$ cat config.mk
export PLATFORM = sky130hd
export DESIGN_NAME = packet_gen_flat
export DESIGN_NICKNAME = d
export VERILOG_FILES = /design/src/rtl/packet_gen_if.sv /design/src/rtl/packet_gen.sv /design/src/flat_wrapper.sv
export SDC_FILE = /design/constraint.sdc
export NUM_CORES = 1
export LEC_CHECK = 0
export CORE_AREA = 4 4 267 269
export CTS_CLUSTER_SIZE = 8
export DETAILED_ROUTE_END_ITERATION = 8
export DIE_AREA = 0 0 271 273
export GPL_TIMING_DRIVEN = 0
export PLACE_DENSITY = 0.7
export SETUP_SLACK_MARGIN = 0.3
export SLEW_MARGIN = 25
export SYNTH_ARGS = -nofsm -noshare
export SYNTH_HDL_FRONTEND = slang
export SYNTH_SLANG_ARGS = --single-unit
$ cat constraint.sdc
create_clock -name clk -period 5.6 [get_ports clk]
set_input_delay 0.56 -clock clk [delete_from_list [all_inputs] [get_ports clk]]
set_output_delay 0.56 -clock clk [all_outputs]
set_load 0.01 [all_outputs]
$ cat src/rtl/packet_gen_if.sv
// AXI-Stream bundle for the packet generator transmit port.
// The master drives payload and sideband; the slave returns tready.
interface packet_gen_if #(
  parameter int DW = 512
) ();
  logic [DW-1:0]   tdata;
  logic [DW/8-1:0] tkeep;
  logic [1:0]      tuser;
  logic            tlast;
  logic            tvalid;
  logic            tready;

  modport master (
    output tdata,
    output tkeep,
    output tuser,
    output tlast,
    output tvalid,
    input  tready
  );

  modport slave (
    input  tdata,
    input  tkeep,
    input  tuser,
    input  tlast,
    input  tvalid,
    output tready
  );
endinterface

$ cat src/rtl/packet_gen.sv
// AXI-Stream traffic generator for the loopback path: emits runs of packets whose
// 64-bit lanes carry {sequence, lane index}; bytes outside tkeep are driven as zero.
module packet_gen #(
  parameter int DW = 512
) (
  input  logic        clk,
  input  logic        resetn,
  input  logic        start,
  input  logic        stop,
  input  logic [15:0] packet_bytes,
  input  logic [31:0] packet_count,
  input  logic [15:0] gap_cycles,
  output logic        busy,
  output logic        done,
  output logic [31:0] packets_sent,
  packet_gen_if.master axis_tx
);

  localparam int BPB = DW / 8;
  localparam int LPB = DW / 64;

  typedef enum logic [1:0] {
    ST_IDLE = 2'd0,
    ST_SEND = 2'd1,
    ST_GAP  = 2'd2
  } state_t;

  state_t          state_r, state_s;
  logic [31:0]     cfg_count_r, cfg_count_s;
  logic [15:0]     cfg_gap_r, cfg_gap_s;
  logic [15:0]     cfg_last_r, cfg_last_s;
  logic [15:0]     cfg_rem_r, cfg_rem_s;
  logic [31:0]     seq_r, seq_s;
  logic [31:0]     sent_r, sent_s;
  logic [15:0]     beat_r, beat_s;
  logic [15:0]     gap_cnt_r, gap_cnt_s;
  logic            stop_pend_r, stop_pend_s;
  logic            busy_r, busy_s;
  logic            done_r, done_s;
  logic            tvalid_r, tvalid_s;
  logic            tlast_r, tlast_s;
  logic [BPB-1:0]  tkeep_r, tkeep_s;
  logic [DW-1:0]   tdata_r, tdata_s;

  logic            hs_s;
  logic            run_end_s;
  logic            load_s;
  logic            clear_s;
  logic [15:0]     load_idx_s;
  logic [31:0]     load_seq_s;
  logic [15:0]     last_sel_s;
  logic [15:0]     rem_sel_s;
  logic [BPB-1:0]  keep_v_s;

  // Byte enables for one beat: only the final beat of a packet can be partial.
  function automatic logic [BPB-1:0] beat_keep(input logic [15:0] beat,
                                               input logic [15:0] last,
                                               input logic [15:0] rem);
    logic [BPB-1:0] k;
    for (int i = 0; i < BPB; i++) begin
      if ((beat == last) && (rem != 16'd0)) begin
        k[i] = (16'(i) < rem);
      end else begin
        k[i] = 1'b1;
      end
    end
    return k;
  endfunction

  // Self-describing payload with disabled bytes forced to zero.
  function automatic logic [DW-1:0] beat_data(input logic [31:0] seq,
                                              input logic [15:0] beat,
                                              input logic [BPB-1:0] keep);
    logic [DW-1:0] d;
    logic [31:0]   idx;
    for (int k = 0; k < LPB; k++) begin
      idx = 32'(beat) * 32'(LPB) + 32'(k);
      d[64*k +: 64] = {seq, idx};
    end
    for (int i = 0; i < BPB; i++) begin
      d[8*i +: 8] = keep[i] ? d[8*i +: 8] : 8'h00;
    end
    return d;
  endfunction

  assign hs_s      = tvalid_r & axis_tx.tready;
  assign run_end_s = ((cfg_count_r != 32'd0) && ((sent_r + 32'd1) == cfg_count_r))
                     || stop_pend_r || stop;

  // Next-state and next-output computation for the run controller.
  always_comb begin
    state_s     = state_r;
    cfg_count_s = cfg_count_r;
    cfg_gap_s   = cfg_gap_r;
    cfg_last_s  = cfg_last_r;
    cfg_rem_s   = cfg_rem_r;
    seq_s       = seq_r;
    sent_s      = sent_r;
    beat_s      = beat_r;
    gap_cnt_s   = gap_cnt_r;
    stop_pend_s = stop_pend_r;
    busy_s      = busy_r;
    done_s      = 1'b0;
    tvalid_s    = tvalid_r;
    tlast_s     = tlast_r;
    tkeep_s     = tkeep_r;
    tdata_s     = tdata_r;
    load_s      = 1'b0;
    clear_s     = 1'b0;
    load_idx_s  = beat_r;
    load_seq_s  = seq_r;
    last_sel_s  = cfg_last_r;
    rem_sel_s   = cfg_rem_r;
    keep_v_s    = {BPB{1'b0}};

    case (state_r)
      ST_IDLE: begin
        if (start && (packet_bytes != 16'd0)) begin
          cfg_count_s = packet_count;
          cfg_gap_s   = gap_cycles;
          cfg_last_s  = (packet_bytes - 16'd1) / 16'(BPB);
          cfg_rem_s   = packet_bytes % 16'(BPB);
          last_sel_s  = cfg_last_s;
          rem_sel_s   = cfg_rem_s;
          sent_s      = 32'd0;
          seq_s       = 32'd0;
          stop_pend_s = 1'b0;
          busy_s      = 1'b1;
          state_s     = ST_SEND;
          load_s      = 1'b1;
          load_idx_s  = 16'd0;
          load_seq_s  = 32'd0;
        end else begin
          state_s = ST_IDLE;
        end
      end

      ST_SEND: begin
        stop_pend_s = stop_pend_r | stop;
        if (hs_s && !tlast_r) begin
          load_s     = 1'b1;
          load_idx_s = beat_r + 16'd1;
        end else if (hs_s) begin
          // Completion is only evaluated at the tlast handshake, so packets are never cut short.
          sent_s = sent_r + 32'd1;
          seq_s  = seq_r + 32'd1;
          if (run_end_s) begin
            state_s = ST_IDLE;
            busy_s  = 1'b0;
            done_s  = 1'b1;
            clear_s = 1'b1;
          end else if (cfg_gap_r == 16'd0) begin
            load_s     = 1'b1;
            load_idx_s = 16'd0;
            load_seq_s = seq_r + 32'd1;
          end else begin
            state_s   = ST_GAP;
            gap_cnt_s = cfg_gap_r;
            clear_s   = 1'b1;
          end
        end else begin
          state_s = ST_SEND;
        end
      end

      ST_GAP: begin
        if (stop) begin
          state_s = ST_IDLE;
          busy_s  = 1'b0;
          done_s  = 1'b1;
          clear_s = 1'b1;
        end else if (gap_cnt_r == 16'd1) begin
          state_s    = ST_SEND;
          load_s     = 1'b1;
          load_idx_s = 16'd0;
        end else begin
          gap_cnt_s = gap_cnt_r - 16'd1;
        end
      end

      default: begin
        state_s = ST_IDLE;
        busy_s  = 1'b0;
        clear_s = 1'b1;
      end
    endcase

    if (load_s) begin
      keep_v_s = beat_keep(load_idx_s, last_sel_s, rem_sel_s);
      tdata_s  = beat_data(load_seq_s, load_idx_s, keep_v_s);
      tkeep_s  = keep_v_s;
      tlast_s  = (load_idx_s == last_sel_s);
      tvalid_s = 1'b1;
      beat_s   = load_idx_s;
    end else if (clear_s) begin
      tdata_s  = {DW{1'b0}};
      tkeep_s  = {BPB{1'b0}};
      tlast_s  = 1'b0;
      tvalid_s = 1'b0;
    end else begin
      tvalid_s = tvalid_r;
    end
  end

  // State and output registers with synchronous active-low reset.
  always_ff @(posedge clk) begin
    if (!resetn) begin
      state_r     <= ST_IDLE;
      cfg_count_r <= 32'd0;
      cfg_gap_r   <= 16'd0;
      cfg_last_r  <= 16'd0;
      cfg_rem_r   <= 16'd0;
      seq_r       <= 32'd0;
      sent_r      <= 32'd0;
      beat_r      <= 16'd0;
      gap_cnt_r   <= 16'd0;
      stop_pend_r <= 1'b0;
      busy_r      <= 1'b0;
      done_r      <= 1'b0;
      tvalid_r    <= 1'b0;
      tlast_r     <= 1'b0;
      tkeep_r     <= {BPB{1'b0}};
      tdata_r     <= {DW{1'b0}};
    end else begin
      state_r     <= state_s;
      cfg_count_r <= cfg_count_s;
      cfg_gap_r   <= cfg_gap_s;
      cfg_last_r  <= cfg_last_s;
      cfg_rem_r   <= cfg_rem_s;
      seq_r       <= seq_s;
      sent_r      <= sent_s;
      beat_r      <= beat_s;
      gap_cnt_r   <= gap_cnt_s;
      stop_pend_r <= stop_pend_s;
      busy_r      <= busy_s;
      done_r      <= done_s;
      tvalid_r    <= tvalid_s;
      tlast_r     <= tlast_s;
      tkeep_r     <= tkeep_s;
      tdata_r     <= tdata_s;
    end
  end

  assign busy           = busy_r;
  assign done           = done_r;
  assign packets_sent   = sent_r;
  assign axis_tx.tdata  = tdata_r;
  assign axis_tx.tkeep  = tkeep_r;
  assign axis_tx.tuser  = 2'b00;
  assign axis_tx.tlast  = tlast_r;
  assign axis_tx.tvalid = tvalid_r;

endmodule

$ cat src/flat_wrapper.sv
// flat-port wrapper written by rule: the top's interface ports become plain ports
module packet_gen_flat 
#(
  parameter int DW = 512
)
  (clk, resetn, start, stop, packet_bytes, packet_count, gap_cycles, busy, done, packets_sent, axis_tx_tdata, axis_tx_tkeep, axis_tx_tuser, axis_tx_tlast, axis_tx_tvalid, axis_tx_tready);
  packet_gen_if #(.DW(DW)) axis_tx_i ();
  input  logic clk;
  input  logic resetn;
  input  logic start;
  input  logic stop;
  input  logic [15:0] packet_bytes;
  input  logic [31:0] packet_count;
  input  logic [15:0] gap_cycles;
  output logic busy;
  output logic done;
  output logic [31:0] packets_sent;
  output wire logic [$bits(axis_tx_i.tdata)-1:0] axis_tx_tdata;
  output wire logic [$bits(axis_tx_i.tkeep)-1:0] axis_tx_tkeep;
  output wire logic [$bits(axis_tx_i.tuser)-1:0] axis_tx_tuser;
  output wire logic [$bits(axis_tx_i.tlast)-1:0] axis_tx_tlast;
  output wire logic [$bits(axis_tx_i.tvalid)-1:0] axis_tx_tvalid;
  input wire logic [$bits(axis_tx_i.tready)-1:0] axis_tx_tready;
  assign axis_tx_tdata = axis_tx_i.tdata;
  assign axis_tx_tkeep = axis_tx_i.tkeep;
  assign axis_tx_tuser = axis_tx_i.tuser;
  assign axis_tx_tlast = axis_tx_i.tlast;
  assign axis_tx_tvalid = axis_tx_i.tvalid;
  assign axis_tx_i.tready = axis_tx_tready;
  packet_gen #(.DW(DW)) u_core (.clk(clk), .resetn(resetn), .start(start), .stop(stop), .packet_bytes(packet_bytes), .packet_count(packet_count), .gap_cycles(gap_cycles), .busy(busy), .done(done), .packets_sent(packets_sent), .axis_tx(axis_tx_i));
endmodule
== Word-level counts from Yosys, hierarchy flattened ==
Cells that the tools add are included.

* Add/sub/neg operators: 12
* Multipliers: 0
* Div/mod/pow operators: 0
* $lt $le $gt $ge: 64
* Eq/ne operators: 16
* Shift-type cells: 0
* Multiplexer cells: 263
* Bitwise operators: 2
* Reductions and logical operators: 22

{| class="wikitable"
|+ Operators with widths
! operator !! number
|-
| $mux W512 || 2
|-
| $lt A6 B16 Y1 const A || 32
|-
| $mux W8 || 62
|-
| $mux W32 || 10
|-
| $mux W16 || 17
|-
| $lt A5 B16 Y1 const A || 16
|-
| $pmux W32 S2 || 3
|-
| $mux W1 || 152
|-
| $lt A4 B16 Y1 const A || 8
|-
| $mux W64 || 2
|-
| $add A19 B3 Y20 const B || 4
|-
| $add A32 B1 Y32 const B || 2
|-
| $lt A3 B16 Y1 const A || 4
|-
| $pmux W16 S3 || 1
|-
| $add A19 B2 Y20 const B || 2
|-
| $eq A32 B32 Y1 || 1
|-
| $lt A1 B16 Y1 const A || 2
|-
| $lt A2 B16 Y1 const A || 2
|-
| $pmux W16 S2 || 1
|-
| $reduce_bool A16 Y1 || 2
|-
| $reduce_bool A32 Y1 || 1
|-
| $sub A16 B1 Y16 const B || 2
|-
| $add A19 B1 Y20 const B || 1
|-
| $add A16 B1 Y16 const B || 1
|-
| other kinds (26) || 49
|}

* Register bits after elaboration: 759
* Bits in latches: 0
* Memory bits (writable): 0
* Memory bits (read-only): 0
* Input bits: 69
* Output and inout port bits: 614
* Logic and storage cells: 395
* Memories: 0

== Longest topological paths before layout ==
* Depth in word-level cells: 15
* Gate-level depth with buffers: 20
* Depth with buffers taken out: 14

== Worst setup path after synthesis ==
Ideal clock, no wire load.

* Path type: in2reg
* From: input port packet_bytes[13]
* To: register u_core.tdata_r[189] (netlist: u_core.axis_tx.tdata[189])
* Setup time: 0.139 ns
* Arrival: 4.648 ns
* Data required time: 5.461 ns
* Path slack: 0.812 ns
* Stages on the path: 14
* Path buffers: 2
* Cells stage by stage: or4_1 or3_1 o21a_1 o21ai_0 mux2_2 a22oi_1 o2111a_1 nand3_1 or4_1 or3_1 buf_2 buf_6 nor4b_4 o21ai_2

* Word-level cells in the longest chain between the ends: 10
* Elaborated cells on any way between the ends: 22
* Classes of those cells: add/sub: 1; order compare: 1; eq/ne: 1; mux: 14; reduce/logical: 5

{| class="wikitable"
|+ RTL lines
! what !! line !! source
|-
| start: declaration || flat_wrapper.sv:12 || <nowiki>input logic [15:0] packet_bytes;</nowiki>
|-
| parallel branches: the longest is 10 deep, another holds $sub A16 B1 Y16 || n/a ||
|-
| end signal: assignment || packet_gen.sv:223 || <nowiki>tdata_r <= {DW{1'b0}};</nowiki>
|-
| end signal: assignment || packet_gen.sv:240 || <nowiki>tdata_r <= tdata_s;</nowiki>
|-
| end: declaration || packet_gen.sv:43 || <nowiki>logic [DW-1:0] tdata_r, tdata_s;</nowiki>
|}

Several ways; the timed one is not identified. The select of a mux whose other input is x is not followed.
A chain may end at the register's enable or synchronous reset.

== Worst setup path in the final report ==
* From: register u_core.sent_r[2] (netlist: u_core.packets_sent[2])
* To: register u_core.tkeep_r[61] (netlist: u_core.axis_tx.tkeep[61])

* Word-level cells in the longest chain between the ends: 14
* Elaborated cells on any way between the ends: 23
* Classes of those cells: add/sub: 1; eq/ne: 2; mux: 15; reduce/logical: 5

{| class="wikitable"
|+ RTL lines
! what !! line !! source
|-
| start: declaration || packet_gen.sv:34 || <nowiki>logic [31:0] sent_r, sent_s;</nowiki>
|-
| start signal: assignment || packet_gen.sv:231 || <nowiki>sent_r <= sent_s;</nowiki>
|-
| $add A32 B1 Y32 (*) || packet_gen.sv:87 || <nowiki>assign run_end_s = ((cfg_count_r != 32'd0) && ((sent_r + 32'd1) == cfg_count_r))</nowiki>
|-
| $eq A32 B32 Y1 (*) || packet_gen.sv:87 ||
|-
| $logic_and A1 B1 Y1 (*) || packet_gen.sv:87 ||
|-
| $logic_or A1 B1 Y1 (*) (2 in series) || packet_gen.sv:88 || <nowiki>|| stop_pend_r || stop;</nowiki>
|-
| $mux W16 || packet_gen.sv:147 || <nowiki>if (run_end_s) begin</nowiki>
|-
| $mux W16 || packet_gen.sv:143 || <nowiki>end else if (hs_s) begin</nowiki>
|-
| $mux W16 || packet_gen.sv:140 || <nowiki>if (hs_s && !tlast_r) begin</nowiki>
|-
| $pmux W16 S3 || packet_gen.sv:116 || <nowiki>case (state_r)</nowiki>
|-
| $eq A16 B16 Y1 || packet_gen.sv:61 || <nowiki>if ((beat == last) && (rem != 16'd0)) begin</nowiki>
|-
| $logic_and A1 B1 Y1 || packet_gen.sv:61 ||
|-
| $mux W1 || packet_gen.sv:61 ||
|-
| $mux W1 || packet_gen.sv:188 || <nowiki>if (load_s) begin</nowiki>
|-
| $mux W64 || packet_gen.sv:188 ||
|-
| end signal: assignment || packet_gen.sv:222 || <nowiki>tkeep_r <= {BPB{1'b0}};</nowiki>
|-
| end signal: assignment || packet_gen.sv:239 || <nowiki>tkeep_r <= tkeep_s;</nowiki>
|-
| end: declaration || packet_gen.sv:42 || <nowiki>logic [BPB-1:0] tkeep_r, tkeep_s;</nowiki>
|}

Every way passes the cells marked *; elsewhere a longest branch is shown, timed or not. The select of a mux whose other input is x is not followed.

==> qor.csv <==
metric,value,unit
CP max FO,10,
Synth warnings,0,
CTS Hold Bufs,0,
vias in the first global route,28800,
WL met2,61280,um
ratio of cells with drive above 1 in the final layout,11.40,%
H-tree depth,3,
GRT Resource Usage Total,34.75,%
Fmax,0.1882,GHz
nets@finish,4541,
pin count of the biggest net entering global routing,17,
relative slew slack,20.96,%
RSZ-0062 raised after global routing,no,
"commonest non-fill, non-tap cell in the layout",nand2_1,
min Tclk post-route,5315,ps
Routed met1 length,52520,um
vias,31550,
number of CTS-inserted buffers,89,
CTS max path bufs,3,
CP peak stage delay,800,ps
core area,68590,um^2
full die area,73980,um^2
worst IR drop on VDD,0.2441,mV
final hold violation count,0,
CP arrival,5770,ps
area grow syn2layout,38.51,%
Min-Delay Path Class,input port to register,
"commonest non-fill, non-tap cells in the layout","nand2_1, dfxtp_1, clkdlybuf4s50_1",
vias per cell,5.832,
Yosys cell types,95,
Worst EP required,6060,ps
Worst Skew,71.13,ps
total power,11.40,mW
routed wl met3,14550,um
Static Leak,14.49,nW
CTS tree,yes,
first-pass GRT wire length,196000,um
outcome,finished clean,
average cell area after synthesis,7.962,um^2
fraction of registers with async set/reset,0,%
final period utilization,94.90,%
initial core utilization,42.16,%
Setup CP Type,register to register,
grt ovf,0,
Initial DRT Pass Iterations,7,
IO Port Bufs,563,
Startpoint Class,register,
Die X-Extent,271,um
worst slew pin tran,1173,ps
post-route insts no fill,5410,
DRC,0,
Setup Viol. Count Final,0,
clock-pin transition on the worst setup and hold timing paths,50,ps
dominant synthesized flop cell,dfxtp_1,
final WL,136400,um
uppermost layer routed,met5,
CP endpoint kind,register,
hpwl dp,103500,um
Post-Syn Area,28920,um^2
Root Buffer,clkbuf_16,
Max Cap Violations,0,
Worst-Skew Late Latency,690,ps
cells after synthesis,3632,
die height,273,um
FP Rows,96,
"EDFF count, synth",0,
Crit-path slowest cell,clkbuf_1,
initial antenna violation count,4,
Starting DRT DRC Count,3759,
post-synthesis register bit count,631,
Final Wtd Congestion,1.006,
final slew viol count,0,
Ports,683,
"Seq/Total Area, Yosys",43.68,%
wire per inst,25.21,um
clk sinks,631,
PD cells,284.6,nW/um^2
CP cell instances,buf_6 -> and4_4 -> nand3_4 -> or4_4 -> or4_4 -> a21oi_4 -> and4_1 -> buf_4 -> buf_8 -> o211a_1 -> nor2_2 -> nand2_1 -> clkbuf_1 -> clkbuf_1 -> o22ai_1,
Antenna Violating Nets Remaining,0,
DP Cell Count,5253,
-- stage by stage --
step	util, %	setup TNS (ps)	setup WS (ps)	cell area (um^2)	hold slack (ps)
2_1_floorplan	-	0	812.4	29360	444.7
3_3_place_gp	52.72	-721790	-1906	36160	432.4
3_5_place_dp	52.98	-520930	-1672	36330	440.8
4_1_cts	57.82	0	287.3	39650	401.5
5_1_grt	58.38	0	264.7	40040	421.8
6_report	58.40	0	285.5	40050	420.0
-- registers in the layout, indices dropped and copies added, names as in the netlist --
signal,cells
u_core.axis_tx.tkeep,64
u_core.cfg_gap_r,16
u_core.packets_sent,32
u_core.done,1
u_core.axis_tx.tlast,1
u_core.cfg_rem_r,16
u_core.axis_tx.tdata,384
u_core.cfg_last_r,16
u_core.cfg_count_r,32
u_core.stop_pend_r,1
u_core.seq_r,32
u_core.busy,1
u_core.gap_cnt_r,16
u_core.axis_tx.tvalid,1
u_core.state_r,2
u_core.beat_r,16
-- cells in the mapped netlist (all sizes together) (12+ instances only) --
cell / count / area share [%]
nand2: 727 / 9.4
dfxtp: 631 / 44
nor2: 218 / 2.8
a31oi: 36 / 0.78
o21ai: 475 / 8.4
o22ai: 16 / 0.35
or3: 27 / 0.58
mux2i: 16 / 0.55
a21o: 16 / 0.42
a2111oi: 12 / 0.75
a211oi: 28 / 0.73
and2: 28 / 0.61
a21oi: 297 / 5.2
nand3: 77 / 1.3
nand4: 40 / 0.94
nor4: 72 / 2.7
and3: 41 / 0.89
nor3: 97 / 1.8
and4: 12 / 0.38
inv: 40 / 0.52
or4: 16 / 0.44
a311oi: 32 / 0.97
a22oi: 17 / 0.44
o31ai: 22 / 0.57
clkbuf: 213 / 2.8
buf: 171 / 4.2
xnor2: 34 / 1.0
xor2: 14 / 0.42
nand2b: 15 / 0.32
-- cell families (layout without fill, tap and decap cells) --
kind of cell	after synthesis	count (layout)	synth area share [%]
compound gates	1075	1075	22.34
xor+xnor	48	48	1.454
fa+ha+maj	9	9	0.3894
buf+inv	424	1149	7.464
flops	631	631	43.68
mux	22	22	0.7875
other cells	1	123	0.01297
simple gates	1422	1422	23.86
-- per-layer routing --
layer | track usage, % | vias to the layer above
met5 | 0 | -
met4 | 16.33 | 4
met3 | 8.402 | 389
met2 | 56.30 | 1942
met1 | 43.80 | 14950
li1 | - | 14270
-- power by group --
group,switching [mW],total (mW),leakage (nW),internal [mW]
combinational,1.18,1.76,8.18,0.584
sequential,0.106,4.73,5.12,4.62
clock,2.06,4.91,1.19,2.85
-- worst paths after layout --
path                                          startpoint                        to  slack [ps]  cells after the start
worst max-delay path              u_core.packets_sent[2]  u_core.axis_tx.tkeep[61]         290                     15
worst min-delay path                       gap_cycles[4]       u_core.cfg_gap_r[4]         420                      3
worst max register to register    u_core.packets_sent[2]  u_core.axis_tx.tkeep[61]         290                     15
worst min register to register  u_core.axis_tx.tdata[47]  u_core.axis_tx.tdata[47]         450                      2
-- critical path: cells and delay by family, from the launching register on --
kind / cells / cell delay (ps)
AND/OR/NAND/NOR: 7 / 2090
flip-flops: 1 / 360
buffers and inverters: 5 / 2020
AO/OA/AOI/OAI: 3 / 600
-- what timing repair did --
item | in CTS | in global routing
resized for setup | 82 | 95
setup buffers | 33 | 17
pin swaps | 42 | 18
endpoints found under the setup margin | 464 | 442
-- area by class of cell --
class / instances / area (um^2)
diodes: 5 / 12.51
plain buffers: 384 / 2120
clock buffers: 94 / 2256
clock inverters: 8 / 205.2
fillers: 6281 / 28530
inverters: 40 / 150.1
multi-input cells: 2694 / 15180
flip-flops and latches: 631 / 12640
well taps: 931 / 1165
repair buffers: 623 / 6321
Power figures use the tool's default switching activity.
